File: config.mk
export PLATFORM = sky130hd
export DESIGN_NAME = ram_loader
export DESIGN_NICKNAME = d
export VERILOG_FILES = /design/src/rtl/ram_loader.sv
export SDC_FILE = /design/constraint.sdc
export NUM_CORES = 1
export LEC_CHECK = 0
export ABC_AREA = 1
export CORE_MARGIN = 2
export CORE_UTILIZATION = 40
export DETAILED_ROUTE_END_ITERATION = 6
export SLEW_MARGIN = 20
export SYNTH_ARGS = -nofsm -noshare
export SYNTH_HDL_FRONTEND = slang
export SYNTH_SLANG_ARGS = --single-unit
File: constraint.sdc
create_clock -name clk -period 2.68 [get_ports clk]
set_input_delay 0.402 -clock clk [delete_from_list [all_inputs] [get_ports clk]]
set_output_delay 0.402 -clock clk [all_outputs]
set_load 0.02 [all_outputs]
File: src/rtl/ram_loader.sv
`default_nettype none
// ============================================================================
// Module      : ram_loader
// Description : Streams a checksummed block of words into RAM. The upstream
//               source presents len payload words followed by a single
//               checksum word.
// Revision    : 1.0 - initial release
// ============================================================================
module ram_loader #(
    parameter int ADDR_WIDTH = 5,
    parameter int WORD_SIZE  = 8,
    parameter int RAM_DEPTH  = 32
) (
    input  logic                  clk,
    input  logic                  rst,
    input  logic                  start,
    input  logic [ADDR_WIDTH-1:0] base_addr,
    input  logic [ADDR_WIDTH:0]   len,
    input  logic                  in_valid,
    input  logic [WORD_SIZE-1:0]  in_data,
    output logic                  in_ready,
    output logic                  ram_write_en,
    output logic [ADDR_WIDTH-1:0] ram_address,
    output logic [WORD_SIZE-1:0]  ram_write_data,
    output logic                  busy,
    output logic                  done,
    output logic                  err
);

    localparam logic [1:0] c_idle  = 2'd0;
    localparam logic [1:0] c_load  = 2'd1;
    localparam logic [1:0] c_check = 2'd2;
    localparam logic [1:0] c_fin   = 2'd3;

    localparam logic [ADDR_WIDTH:0]   c_depth    = (ADDR_WIDTH+1)'(RAM_DEPTH);
    localparam logic [ADDR_WIDTH:0]   c_len_one  = (ADDR_WIDTH+1)'(1);
    localparam logic [ADDR_WIDTH-1:0] c_last     = ADDR_WIDTH'(RAM_DEPTH - 1);
    localparam logic [ADDR_WIDTH-1:0] c_addr_one = ADDR_WIDTH'(1);

    logic [1:0]            r_state;
    logic [ADDR_WIDTH-1:0] r_ptr;
    logic [ADDR_WIDTH:0]   r_remaining;
    logic [WORD_SIZE-1:0]  r_sum;
    logic                  r_err;
    logic                  r_we;
    logic [ADDR_WIDTH-1:0] r_addr;
    logic [WORD_SIZE-1:0]  r_wdata;

    logic                  w_in_ready;
    logic                  w_xfer;
    logic [ADDR_WIDTH:0]   w_eff_len;
    logic [ADDR_WIDTH-1:0] w_next_ptr;

    assign w_in_ready = (r_state == c_load) || (r_state == c_check);
    assign w_xfer     = in_valid && w_in_ready;
    // Requests longer than the RAM are clipped so the pointer never laps itself
    assign w_eff_len  = (len > c_depth) ? c_depth : len;
    assign w_next_ptr = (r_ptr == c_last) ? '0 : r_ptr + c_addr_one;

    always_ff @(posedge clk) begin
        if (rst) begin
            r_state     <= c_idle;
            r_ptr       <= '0;
            r_remaining <= '0;
            r_sum       <= '0;
            r_err       <= 1'b0;
            r_we        <= 1'b0;
            r_addr      <= '0;
            r_wdata     <= '0;
        end else begin
            r_we <= 1'b0;
            case (r_state)
                c_idle: begin
                    if (start) begin
                        r_ptr       <= base_addr;
                        r_remaining <= w_eff_len;
                        r_sum       <= '0;
                        r_err       <= 1'b0;
                        r_state     <= (w_eff_len != '0) ? c_load : c_check;
                    end
                end
                c_load: begin
                    if (w_xfer) begin
                        r_we        <= 1'b1;
                        r_addr      <= r_ptr;
                        r_wdata     <= in_data;
                        r_sum       <= r_sum + in_data;
                        r_ptr       <= w_next_ptr;
                        r_remaining <= r_remaining - c_len_one;
                        if (r_remaining == c_len_one) begin
                            r_state <= c_check;
                        end
                    end
                end
                c_check: begin
                    if (w_xfer) begin
                        r_err   <= (in_data != r_sum);
                        r_state <= c_fin;
                    end
                end
                default: begin
                    r_state <= c_idle;
                end
            endcase
        end
    end

    assign in_ready       = w_in_ready;
    assign ram_write_en   = r_we;
    assign ram_address    = r_addr;
    assign ram_write_data = r_wdata;
    assign busy           = (r_state != c_idle);
    assign done           = (r_state == c_fin);
    assign err            = r_err;

endmodule
`default_nettype wire

==> results.py <==
metrics = {
    "power": {
        "power_density_mw_per_mm2": 871,
        "power_leakage_nw": 1.12,
        "ir_drop_mv": 0.663,
    },
    "placed_design": {
        "hpwl_um": 3380,
        "place_congestion": 0.756,
        "port_buffers": 40,
    },
    "hold_path": {
        "worstHoldPathType": "reg -> reg",
        "holdPathEnd": "r_sum[3]",
        "hp-start": "r_sum[3]",
        "min_path_cells": 2,
    },
    "cts": {
        "cts_resized": 0,
        "htree_levels": 2,
        "clk_pin_slew_ns": 0.07,
        "insertion_delay_ns": 0.29,
        "postCtsSetupRepairBufs": 0,
        "clock-sinks": 36,
        "clk_path_buf_depth": 2,
        "cts_hold_buf": 0,
        "cts_root_buf": "clkbuf_8",
        "cts_buffers": 5,
        "cts_tree": "built",
    },
    "sta": {
        "fin_setup_tns_ns": 0,
        "tightestPinTransition_ns": 0.580,
        "slew_violations": 0,
        "skew_ns": 0.00753,
        "relSlewSlack": 0.613,
        "rsz0062_at_grt": "no",
        "min_period_ns": 2.13,
        "setup-violations-final": 0,
        "fin_crit_sh": 0.794,
        "finalHoldViolations": 0,
        "fmax_ghz": 0.470,
    },
    "floorplanning": {
        "start_util": 0.408,
        "fp.dieH_um": 75.5,
        "die_x_um": 75.5,
        "rows": 26,
        "core_mm2": 0.00501,
        "boundaryPins": 41,
        "die_area_mm2": 0.00570,
    },
    "critical_path": {
        "path_max_fanout": 5,
        "r2r_slack_ns": 0.72,
        "timing.rr.start": "r_state[1]",
        "cp-end-kind": "output pin",
        "worstReg2RegEnd": "r_ptr[4]",
        "worstSetupPathType": "reg -> out",
        "crit_required_ns": 2.28,
        "cp_data_arrival_time_ns": 1.73,
        "start_kind": "flip-flop",
        "r2r_cells": 7,
    },
    "global_route": {
        "overflow": 0,
        "antenna_found_initial": 0,
        "grt_max_degree": 21,
        "grt_pass1_vias": 1724,
        "grtUsageTotal": 0.177,
        "grt_first_pass_wirelength_um": 7650,
    },
    "layout": {
        "areaGrowthSynthToFinish_pct": 26.8,
        "fin_nets": 369,
        "drive_above_1_share": 0.0665,
        "diodes": 0,
        "layout_commonest_cell": "nand2_1",
        "layout_common_cells": "nand2_1, nor2_1, clkdlybuf4s50_1, dfxtp_1, inv_1",
        "utilization": 0.517,
    },
    "synthesis": {
        "ys_seq_area_frac": 0.353,
        "yosysUniqueCellTypes": 32,
        "syn_area_per_cell_um2": 7.02,
        "synthCells": 291,
        "ys_seq_elements": 36,
        "syn_nets": 330,
        "syn-cell-area_mm2": 0.00204,
        "yosysWarningCount": 0,
    },
    "route": {
        "remaining_drc_errors": 0,
        "drt-total-wl_um": 4500,
        "drt_first_pass_iters": 4,
        "dr.first_iter.drc_count": 67,
        "num_vias": 1899,
        "vias_per_cell": 4.74,
        "wl_per_cell_um": 11.2,
        "antenna_left": 0,
    },
    "run": {
        "drv_cap": 0,
    },
    "status": {
        "status": "finished clean",
    },
}
synth_stat cells (all sizes together):
cell type	instances	area share
nand2	55	0.11
nor2	41	0.079
inv	37	0.069
dfxtp	36	0.35
o21ai	34	0.087
a21oi	31	0.078
ha	15	0.092
nand3	14	0.034
buf	7	0.026
nand4	4	0.012
nor3	3	0.0073
a211oi	2	0.012
a31oi	2	0.0061
clkbuf	2	0.0037
or2	2	0.0061
a22oi	1	0.0037
fa	1	0.0098
nor4	1	0.0031
o21bai	1	0.0037
o22ai	1	0.0031
xor2	1	0.0043
sequential cells by signal (all words and copies together), names as in the netlist:
name / flops
ram_address: 5
ram_write_en: 1
ram_write_data: 8
r_sum: 8
err: 1
r_remaining: 6
r_ptr: 5
r_state: 2
how the worst max path moves through the flow:
stage | startpoint | end | slack (ns) | cells past startpoint
after floorplan | r_state[0] | r_sum[2] | 1.01 | 10
final | r_state[0] | busy | 0.55 | 4
after global placement | in_data[0] | r_sum[4] | 0.64 | 8
after CTS | r_state[0] | busy | 0.53 | 4
after global routing | r_state[0] | busy | 0.41 | 4
after detailed placement | in_data[0] | r_sum[4] | 0.59 | 8
logic make-up (layout without fill, tap and decap cells):
| group | count (synthesis) | in the layout | synth area share |
|---|---|---|---|
| xor gates and xnor gates | 1 | 1 | 0.00429 |
| buffers and inverters | 46 | 86 | 0.0986 |
| and+or+nand+nor | 120 | 120 | 0.249 |
| AOI/OAI and AO/OA | 72 | 72 | 0.194 |
| DFF | 36 | 36 | 0.353 |
| adders and majority gates | 16 | 16 | 0.102 |
worst max-delay path, cell delays in order (launching register included):
cell,delay [ns]
dfxtp_1,0.41
inv_1,0.08
ha_1,0.26
inv_1,0.09
clkdlybuf4s50_1,0.60
through the flow:
stage                     power, mW  hold slack [ns]  setup WS (ns)  cells  instance area [µm²]
after global routing           2.45            0.501          0.413    401                 2590
after floorplan                1.52            0.438           1.01    291                 2040
after CTS                      2.28            0.477          0.533    401                 2590
after global placement         1.79            0.460          0.635    393                 2480
after detailed placement       1.79            0.466          0.588    393                 2480
final                          2.25            0.476          0.552    401                 2590
power breakdown:
group | switching [mW] | leakage, nW | internal [mW] | total [mW]
Clock | 0.202 | 0.0541 | 0.275 | 0.478
Sequential | 0.0909 | 0.294 | 0.667 | 0.758
Combinational | 0.617 | 0.772 | 0.402 | 1.02
Total | 0.910 | 1.12 | 1.34 | 2.25
layout make-up:
type	count	area [µm²]
multi-input cells	209	1120
clock inverters	3	42.5
fillers	546	2420
repair buffers	41	408
flip-flops and latches	36	721
clock buffers	5	68.8
well taps	70	87.6
inverters	37	141
per-layer routing:
metal / global-route usage / wire [µm] / vias to the layer above
met5: 0 / 0 / -
met1: 0.227 / 2210 / 823
met4: 0.0702 / 72 / 0
met2: 0.291 / 2010 / 36
li1: - / - / 1033
met3: 0.0357 / 209 / 7
No activity file was read; power rests on OpenSTA's default activity.
